--- src/rtl/mc_control_fsm.sv ---
// Main control FSM for the multicycle RV32I core: sequences register enables
// and datapath mux selects one instruction at a time, stalling on mem_ready.
module mc_control_fsm #(
  parameter bit MEM_HANDSHAKE = 1'b1
) (
  input  logic       clk,
  input  logic       reset,
  input  logic [6:0] op,
  input  logic       zero,
  input  logic       mem_ready,
  output logic       pc_write,
  output logic       adr_src,
  output logic       mem_write,
  output logic       ir_write,
  output logic [1:0] result_src,
  output logic [1:0] alu_src_a,
  output logic [1:0] alu_src_b,
  output logic [1:0] alu_op,
  output logic       reg_write,
  output logic       illegal_op,
  output logic       instr_done,
  output logic [3:0] state
);

  typedef enum logic [3:0] {
    S_FETCH    = 4'd0,
    S_DECODE   = 4'd1,
    S_MEMADR   = 4'd2,
    S_MEMREAD  = 4'd3,
    S_MEMWB    = 4'd4,
    S_MEMWRITE = 4'd5,
    S_EXECR    = 4'd6,
    S_ALUWB    = 4'd7,
    S_EXECI    = 4'd8,
    S_JAL      = 4'd9,
    S_BEQ      = 4'd10
  } state_t;

  localparam logic [6:0] OP_LOAD  = 7'b0000011;
  localparam logic [6:0] OP_STORE = 7'b0100011;
  localparam logic [6:0] OP_RTYPE = 7'b0110011;
  localparam logic [6:0] OP_ITYPE = 7'b0010011;
  localparam logic [6:0] OP_JAL   = 7'b1101111;
  localparam logic [6:0] OP_BEQ   = 7'b1100011;

  state_t state_q, state_d;
  logic   mem_rdy;
  logic   pc_update_c, branch_c;
  logic   ir_write_c, mem_write_c, reg_write_c, illegal_op_c, instr_done_c;

  assign mem_rdy = MEM_HANDSHAKE ? mem_ready : 1'b1;

  always_ff @(posedge clk or posedge reset) begin
    if (reset) state_q <= S_FETCH;
    else       state_q <= state_d;
  end

  always_comb begin
    state_d      = S_FETCH;
    pc_update_c  = 1'b0;
    branch_c     = 1'b0;
    ir_write_c   = 1'b0;
    mem_write_c  = 1'b0;
    reg_write_c  = 1'b0;
    illegal_op_c = 1'b0;
    instr_done_c = 1'b0;
    adr_src      = 1'b0;
    result_src   = 2'b00;
    alu_src_a    = 2'b00;
    alu_src_b    = 2'b00;
    alu_op       = 2'b00;
    unique case (state_q)
      S_FETCH: begin
        alu_src_b   = 2'b10;
        result_src  = 2'b10;
        ir_write_c  = mem_rdy;
        pc_update_c = mem_rdy;
        state_d     = mem_rdy ? S_DECODE : S_FETCH;
      end
      S_DECODE: begin
        // OldPC + ImmExt precomputes the branch target into ALUOut
        alu_src_a = 2'b01;
        alu_src_b = 2'b01;
        unique case (op)
          OP_LOAD, OP_STORE: state_d = S_MEMADR;
          OP_RTYPE:          state_d = S_EXECR;
          OP_ITYPE:          state_d = S_EXECI;
          OP_JAL:            state_d = S_JAL;
          OP_BEQ:            state_d = S_BEQ;
          default: begin
            illegal_op_c = 1'b1;
            state_d      = S_FETCH;
          end
        endcase
      end
      S_MEMADR: begin
        alu_src_a = 2'b10;
        alu_src_b = 2'b01;
        state_d   = (op == OP_LOAD) ? S_MEMREAD : S_MEMWRITE;
      end
      S_MEMREAD: begin
        adr_src = 1'b1;
        state_d = mem_rdy ? S_MEMWB : S_MEMREAD;
      end
      S_MEMWB: begin
        result_src   = 2'b01;
        reg_write_c  = 1'b1;
        instr_done_c = 1'b1;
        state_d      = S_FETCH;
      end
      S_MEMWRITE: begin
        // strobe stays high through stall cycles; memory accepts on mem_ready
        adr_src      = 1'b1;
        mem_write_c  = 1'b1;
        instr_done_c = mem_rdy;
        state_d      = mem_rdy ? S_FETCH : S_MEMWRITE;
      end
      S_EXECR: begin
        alu_src_a = 2'b10;
        alu_op    = 2'b10;
        state_d   = S_ALUWB;
      end
      S_EXECI: begin
        alu_src_a = 2'b10;
        alu_src_b = 2'b01;
        alu_op    = 2'b10;
        state_d   = S_ALUWB;
      end
      S_ALUWB: begin
        reg_write_c  = 1'b1;
        instr_done_c = 1'b1;
        state_d      = S_FETCH;
      end
      S_JAL: begin
        alu_src_a   = 2'b01;
        alu_src_b   = 2'b10;
        pc_update_c = 1'b1;
        state_d     = S_ALUWB;
      end
      S_BEQ: begin
        alu_src_a    = 2'b10;
        alu_op       = 2'b01;
        branch_c     = 1'b1;
        instr_done_c = 1'b1;
        state_d      = S_FETCH;
      end
      default: state_d = S_FETCH;
    endcase
  end

  // Enables are masked during reset; the mux selects already read as FETCH.
  assign pc_write   = (pc_update_c | (branch_c & zero)) & ~reset;
  assign ir_write   = ir_write_c   & ~reset;
  assign mem_write  = mem_write_c  & ~reset;
  assign reg_write  = reg_write_c  & ~reset;
  assign illegal_op = illegal_op_c & ~reset;
  assign instr_done = instr_done_c & ~reset;
  assign state      = state_q;

endmodule

--- config.mk ---
export PLATFORM = sky130hd
export DESIGN_NAME = mc_control_fsm
export DESIGN_NICKNAME = d
export VERILOG_FILES = /design/src/rtl/mc_control_fsm.sv
export SDC_FILE = /design/constraint.sdc
export NUM_CORES = 1
export LEC_CHECK = 0
export BUFFER_PORTS_ARGS = -buffer_cell sky130_fd_sc_hd__buf_2
export CAP_MARGIN = 20
export CORE_MARGIN = 5
export CORE_UTILIZATION = 44
export DETAILED_ROUTE_END_ITERATION = 8
export GPL_TIMING_DRIVEN = 0
export HOLD_SLACK_MARGIN = 0.15
export PLACE_DENSITY = 0.78
export SLEW_MARGIN = 10
export SYNTH_ARGS = -nofsm -noshare
export SYNTH_HDL_FRONTEND = slang
export SYNTH_SLANG_ARGS = --single-unit
--- constraint.sdc ---
create_clock -name clk -period 1.65 [get_ports clk]
set_input_delay 0.2475 -clock clk [delete_from_list [all_inputs] [get_ports clk]]
set_output_delay 0.2475 -clock clk [all_outputs]
set_load 0.05 [all_outputs]
==> impl_metrics.json, run 1 <==
{
  "outcome": "did not finish",
  "lastStage": "clock tree synthesis",
  "stop_error": "[ERROR DPL-0033] detailed placement checks failed during check placement.",
  "routabilityCongestion": 0.789,
  "syn-mean-instance-area_um2": 7.00,
  "start_util_pct": 45.8,
  "cts_hold_buf": 1,
  "row_count": 13,
  "syn_inst": 84,
  "portBuffers": 29,
  "async_reset_ff_share_pct": 100,
  "synth_edf_count": 0,
  "cts_resized": 70,
  "yosysTopAreaCell": "dfrtp_1",
  "post_cts_buffers": 13,
  "clockRootBuffer": "clkbuf_4",
  "die_w_um": 46.6,
  "cts.sinks": 4,
  "place_hpwl_um": 1450,
  "cts_buffers": 3,
  "netlist_area_um2": 588,
  "synth_top_flop_cell": "dfrtp_1",
  "synth_top_area_share_pct": 17.0,
  "htree_levels": 1,
  "dpl-instance-area_um2": 886,
  "syn_nets": 95,
  "cts_buffer_depth": 2,
  "ys_top_cells_by_area": "dfrtp_1 (17%), nor2_1 (9.6%), nand2b_1 (8.5%)",
  "die_h_um": 46.6,
  "yosysUniqueCellTypes": 35,
  "io_pins": 30,
  "yosysSeqAreaShare_pct": 17.0,
  "ys_ff_latch": 4,
  "ys_warn_count": 0
}
cells in the mapped netlist, types with 2 or more instances:
master and number:
nor2_1 15, nand2b_1 8, a21oi_1 6, nor3_1 5, dfrtp_1 4, o21ai_0 4
a22oi_1 3, and3_1 3, nand2_1 3, nor4_1 3, buf_2 2, buf_4 2
inv_1 2, nor2b_1 2, xor2_1 2
metrics by stage:
step,utilization [%],setup slack [ns],cells,setup TNS (ns),hold WS (ns)
after floorplan,-,-0.653,84,-3.32,0.0219
after global placement,68.9,-0.203,128,-0.343,0.273
after detailed placement,68.9,-0.205,128,-0.393,0.285
cell families after synthesis:
group                  Yosys count  share of synthesized area (%)
multiplexers                     1                           1.70
XOR/XNOR                         2                           2.98
flip-flops                       4                           17.0
AO/OA/AOI/OAI                   25                           30.0
buffers and inverters            8                           8.08
AND/OR/NAND/NOR                 44                           40.2
==> run 2: changes to the inputs <==
- CORE_AREA: unset -> 5 5 66 68
- CORE_MARGIN: 5 -> unset
- CORE_UTILIZATION: 44 -> unset
- DIE_AREA: unset -> 0 0 71 73
- HOLD_SLACK_MARGIN: 0.15 -> unset
- PLACE_DENSITY: 0.78 -> unset
- PLACE_DENSITY_LB_ADDON: unset -> 0.15
==> run 2 against run 1 <==
Net effect:
- the flow now finishes, with violations (setup timing)
- synthesized cell count stayed put
- area after synthesis stayed put
==> impl_metrics.json, run 2 <==
{
  "slew_violations": 0,
  "fillers": 409,
  "p_int_uw": 532,
  "seq_area_um2": 104,
  "slew_headroom_pct": 77.2,
  "fin_cells": 184,
  "dp.cells": 163,
  "cap_violations": 0,
  "diodes": 0,
  "core_um2": 3800,
  "grt_pass1_vias": 790,
  "r2r-end": "state[1]",
  "netlist_area_um2": 588,
  "crit_slowest_cell": "dfrtp_2",
  "track_usage_pct": 9.26,
  "yosysUniqueCellTypes": 35,
  "die_h_um": 73,
  "tritoncts": "yes",
  "ys_ff_latch": 4,
  "clockRootBuffer": "clkbuf_8",
  "routabilityCongestion": 0.688,
  "ys_top_cells_by_area": "dfrtp_1 (17%), nor2_1 (9.6%), nand2b_1 (8.5%)",
  "crit_chain": "buf_8 -> nor4_4 -> and3_4 -> or2_4 -> buf_8",
  "async_reset_ff_share_pct": 100,
  "clk_pin_slew_ns": 0.03,
  "cp.required_ns": 1.40,
  "wl_um": 2380,
  "place_hpwl_um": 1720,
  "first_pass_iters": 4,
  "timing.final.crit_share_pct": 108,
  "finalInstanceArea_um2": 1380,
  "cp_max_fo": 6,
  "yosysSeqAreaShare_pct": 17.0,
  "r2r_cells": 5,
  "syn-mean-instance-area_um2": 7.00,
  "yosysTopAreaCell": "dfrtp_1",
  "ys_warn_count": 0,
  "fmax_ghz": 0.562,
  "drive_above_1_share_pct": 67.9,
  "ant_nets": 0,
  "synth_top_area_share_pct": 17.0,
  "finalSetupViolCount": 9,
  "endpoint_kind": "output port",
  "portBuffers": 29,
  "rrSetupSlack_ns": 0.15,
  "synth_most_common_cell": "nor2_1",
  "ir_worst_vdd_mv": 0.537,
  "leakagePower_uw": 0.000558,
  "multi_input_area_um2": 673,
  "outcome": "complete, but fails checks",
  "switching_share_pct": 46.1,
  "power_frac_seq_pct": 12.8,
  "fin_setup_tns_ns": -0.416,
  "fin_ws_ns": -0.129,
  "io_pins": 30,
  "start_kind": "flip-flop",
  "cts_hold_buf": 0,
  "htree_levels": 1,
  "r2r_start": "state[1]",
  "arrival_ns": 1.53,
  "largest_reg_flops": 4,
  "p_clk_share_pct": 22.0,
  "final_common_cell": "buf_2",
  "antenna_found_initial": 0,
  "synth_top_flop_cell": "dfrtp_1",
  "violations": "setup timing",
  "routedWlPerCell_um": 12.9,
  "netlist_top_cells_count": "nor2_1 (15), nand2b_1 (8), a21oi_1 (6)",
  "cts_buffers": 3,
  "grt_first_pass_wirelength_um": 3820,
  "fin_crit_ns": 1.78,
  "power_switching_uw": 456,
  "die_w_um": 71,
  "nNetsFinal": 146,
  "critical_path.most_common_cell": "buf_8",
  "final_cell_mix": "buf_2 (15), buf_4 (14), buf_6 (13), nor2_1 (8), nor2_4 (7)",
  "via_per_inst": 4.49,
  "overflow": 0,
  "finalClockSkew_ns": 0.000554,
  "drc_errors": 0,
  "grt_max_degree": 11,
  "grt_setup_unrepaired": "yes",
  "row_count": 23,
  "holdCritPathClass": "in -> async",
  "syn_inst": 84,
  "tightest_slew_ns": 0.341,
  "syn_to_final_growth_pct": 135,
  "power_frac_comb_pct": 65.2,
  "crit_type": "reg -> out",
  "cts_buffer_depth": 2,
  "synth_edf_count": 0,
  "dpl-instance-area_um2": 930,
  "syn_nets": 95,
  "die-area_um2": 5180,
  "num_vias": 826,
  "power_density_nw_per_um2": 716,
  "slowest_delay_ns": 0.41,
  "clock_latency_ns": 0.22,
  "start_util_pct": 15.5,
  "cts.sinks": 4,
  "drt_iter0_drc": 42,
  "hold_violations": 0,
  "timing.hold.ws_ns": 0.0519
}
[run 2: worst max-delay path: cells and delay by family, from the launching register on]
kind                   cells  cell delay [ns]
AND/OR/NAND/NOR            3             0.64
flip-flops                 1             0.41
buffers and inverters      2             0.27
[run 2: what timing repair did]
action                     CTS  global route
setup buffers               11             8
pin swaps                    7             5
setup endpoints to repair   14            14
resized for setup           52            22
[run 2: power by group through the flow]
stage,logic [µW],clock network (µW),registers (µW)
6_report,645,217,126
5_1_grt,680,236,129
4_1_cts,591,224,125
3_5_place_dp,484,0,118
3_3_place_gp,482,0,118
2_1_floorplan,350,0,146
[run 2: how the worst max path moves through the flow]
stage / start / to
finish: state[3] / pc_write
global route: state[3] / pc_write
CTS: state[3] / pc_write
detailed placement: state[1] / pc_write
global placement: state[1] / pc_write
floorplan: state[3] / pc_write
[run 2: stage by stage]
| stage | utilization [%] | setup slack, ns | total power [µW] |
|---|---|---|---|
| floorplan | - | -0.653 | 495 |
| global placement | 24.5 | -0.336 | 599 |
| detailed placement | 24.5 | -0.318 | 602 |
| CTS | 32.2 | -0.122 | 940 |
| global route | 36.3 | -0.199 | 1040 |
| finish | 36.3 | -0.129 | 988 |
[run 2: layout make-up]
class                      count  share of cell area, %
multi-input combinational     72                   48.8
timing repair buffer          47                   30.6
sequential                     4                   7.52
tap                           50                   4.53
buffer                         5                   4.44
clock buffer                   4                   3.26
inverter                       2                  0.816
[run 2: logic make-up after synthesis]
family	count (synthesis)	synth area share, %
and+or+nand+nor	44	40.2
xor gates and xnor gates	2	2.98
muxes	1	1.70
buffers and inverters	8	8.08
AOI/OAI and AO/OA	25	30.0
DFF	4	17.0
[run 2: routing by layer]
| metal | part of all wire, % | up-vias | GRT usage, % |
|---|---|---|---|
| met3 | 3.7 | 2 | 2.48 |
| li1 | - | 416 | - |
| met2 | 52 | 20 | 15.7 |
| met4 | 0.51 | 0 | 1.25 |
| met1 | 44 | 388 | 12.1 |
| met5 | 0 | - | 0 |
Power figures use the tool's default switching activity.
==> run 3: changes to the inputs <==
- ABC_AREA: unset -> 1
==> run 3 against run 2 <==
Net effect:
- the flow still finishes with violations (setup timing)
- total power fell by 25%
- area after synthesis fell by 18%
- design area fell by 29%
- maximum frequency rose by 5.5%
- cell count fell by 1.1%
- clock-buffer cell count fell by 1
- routed wire length fell by 24%
- hold slack improved by 0.0050 ns
- synthesized cell count rose by 11%
- clock skew barely moved
- critical path type unchanged
- critical endpoint unchanged
- largest cell class unchanged
- highest routed layer unchanged
==> impl_metrics.json, run 3 <==
{
  "yosysTopAreaCell": "dfrtp_1",
  "syn-mean-instance-area_um2": 5.21,
  "grt_max_degree": 8,
  "ys_ff_latch": 4,
  "synth-xor-area-share_pct": 0,
  "clockRootBuffer": "clkbuf_8",
  "ant_nets": 0,
  "htree_levels": 1,
  "via_per_inst": 3.85,
  "finalSetupViolCount": 4,
  "drive_above_1_share_pct": 53.0,
  "synthSimpleGateAreaFrac_pct": 60.2,
  "arrival_ns": 1.44,
  "crit_chain": "buf_4 -> inv_1 -> nor2_4 -> nand2_2 -> a31oi_4 -> buf_6",
  "grt_util_met1_pct": 8.90,
  "synth_most_common_cell": "nand2_1",
  "cts_hold_buf": 0,
  "dpl_worst_slack_ns": -0.0615,
  "cts.sinks": 4,
  "syn_nets": 104,
  "slew_headroom_pct": 81.6,
  "core_um2": 3800,
  "outcome": "complete, but fails checks",
  "syn_to_final_growth_pct": 103,
  "wl_um": 1820,
  "first_pass_iters": 4,
  "finalInstanceArea_um2": 982,
  "start_util_pct": 12.7,
  "synth_compound_area_share_pct": 5.94,
  "routedWlPerCell_um": 9.97,
  "use_met3_pct": 1.79,
  "clk_pin_slew_ns": 0.03,
  "fmax_ghz": 0.593,
  "timing.final.crit_share_pct": 102,
  "met2_usage_pct": 11.8,
  "crit_slowest_cell": "dfrtp_2",
  "nNetsFinal": 145,
  "power_density_nw_per_um2": 758,
  "grt_pass1_vias": 718,
  "ys_top_cells_by_area": "dfrtp_1 (21%), nand2_1 (19%), nor2_1 (17%)",
  "drt_iter0_drc": 15,
  "die-area_um2": 5180,
  "fillers": 437,
  "timing.hold.ws_ns": 0.0569,
  "synth_top_flop_cell": "dfrtp_1",
  "drc_errors": 0,
  "final_cell_mix": "nand2_1 (19), buf_2 (15), inv_1 (14), nor2_1 (13), buf_4 (11)",
  "ys_warn_count": 0,
  "holdCritPathClass": "in -> async",
  "overflow": 0,
  "tightest_slew_ns": 0.274,
  "finalClockSkew_ns": 0.000465,
  "fin_setup_tns_ns": -0.0931,
  "io_pins": 30,
  "crit_type": "reg -> out",
  "grt_busiest_layer": "met2",
  "row_count": 23,
  "hold_violations": 0,
  "fin_ws_ns": -0.0363,
  "async_reset_ff_share_pct": 100,
  "netlist_top_cells_count": "nand2_1 (24), nor2_1 (22), inv_1 (16)",
  "tritoncts": "yes",
  "die_h_um": 73,
  "yosysUniqueCellTypes": 15,
  "ir_worst_vdd_mv": 0.179,
  "track_usage_pct": 7.43,
  "clock_latency_ns": 0.21,
  "violations": "setup timing",
  "final_common_cell": "nand2_1",
  "cts_buffer_depth": 2,
  "slew_violations": 0,
  "place_hpwl_um": 1510,
  "grt_setup_unrepaired": "yes",
  "grt_first_pass_wirelength_um": 3080,
  "yosysSeqAreaShare_pct": 20.7,
  "cp.required_ns": 1.40,
  "portBuffers": 29,
  "leakagePower_uw": 0.000523,
  "synth_top_area_share_pct": 20.7,
  "diodes": 0,
  "netlist_area_um2": 484,
  "synthMuxAreaShare_pct": 0,
  "rrSetupSlack_ns": 0.31,
  "r2r_cells": 7,
  "cts_buffers": 3,
  "dpl-instance-area_um2": 753,
  "synth_edf_count": 0,
  "slowest_delay_ns": 0.43,
  "synth_top_family_by_area": "simple AND/OR/NAND/NOR gates",
  "largest_reg_flops": 4,
  "die_w_um": 71,
  "finalPower_uw": 745,
  "fin_crit_ns": 1.69,
  "endpoint_kind": "output port",
  "cap_violations": 0,
  "routabilityCongestion": 0.861,
  "start_kind": "flip-flop",
  "synthAdderAreaFrac_pct": 0,
  "num_vias": 700,
  "cp_max_fo": 5,
  "antenna_found_initial": 0,
  "syn_inst": 93
}
## run 3: cell count changes in the layout (fill, tap and decap cells not counted), moves of 4 or more
cell	delta
buf_8	-5
nand4_1	+4
nand2b_1	-5
nor2_1	+5
nand2_1	+17
buf_6	-7
nand2_2	+6
a21oi_2	-4
inv_1	+13
nand3_1	+7
## run 3: report_power, final
group	internal [µW]	switching, µW	leakage (µW)
Sequential	107	14.2	0.0000480
Combinational	135	287	0.000453
Clock	155	46.7	0.0000216
## run 3: critical path, delay by kind of cell (launching register included)
family,cells,cell delay (ns)
compound gates,1,0.20
simple gates,2,0.24
buf+inv,3,0.36
flops,1,0.43
## run 3: logic make-up after synthesis
family	after synthesis
and+or+nand+nor	67
buffers and inverters	17
AOI/OAI and AO/OA	5
DFF	4
## run 3: layer usage
layer	wire (µm)	vias up	part of all wire [%]
li1	-	375	-
met1	816	296	45
met2	804	27	44
met3	169	2	9.3
met4	25	0	1.4
met5	0	-	0
## run 3: stage by stage
step	instances	utilization, %
finish	182	25.9
global route	182	25.9
CTS	180	23.3
detailed placement	172	19.8
global placement	172	19.8
floorplan	93	-
## run 3: timing repair
| action | CTS | global route |
|---|---|---|
| resized for setup | 17 | 27 |
| setup endpoints to repair | 11 | 11 |
| pin swaps | 4 | 3 |
| setup buffers | 5 | 2 |
## run 3: final cells by class
| type | count | area, µm² | share of cell area [%] |
|---|---|---|---|
| Tap cell | 50 | 62.6 | 6.37 |
| Sequential cell | 4 | 105 | 10.7 |
| Multi-Input combinational cell | 72 | 447 | 45.5 |
| Clock buffer | 3 | 41.3 | 4.20 |
| Inverter | 17 | 63.8 | 6.50 |
| Timing Repair Buffer | 36 | 263 | 26.8 |
## run 3: path summary, 6_finish.rpt
| kind | start | endpoint |
|---|---|---|
| setup reg to reg | state[3] | state[2] |
| setup / recovery | state[3] | pc_write |
| hold / removal | reset | state[3] |
| min in group clk | op[4] | state[2] |
| max in group asynchronous | reset | state[0] |
| hold reg to reg | state[1] | state[3] |
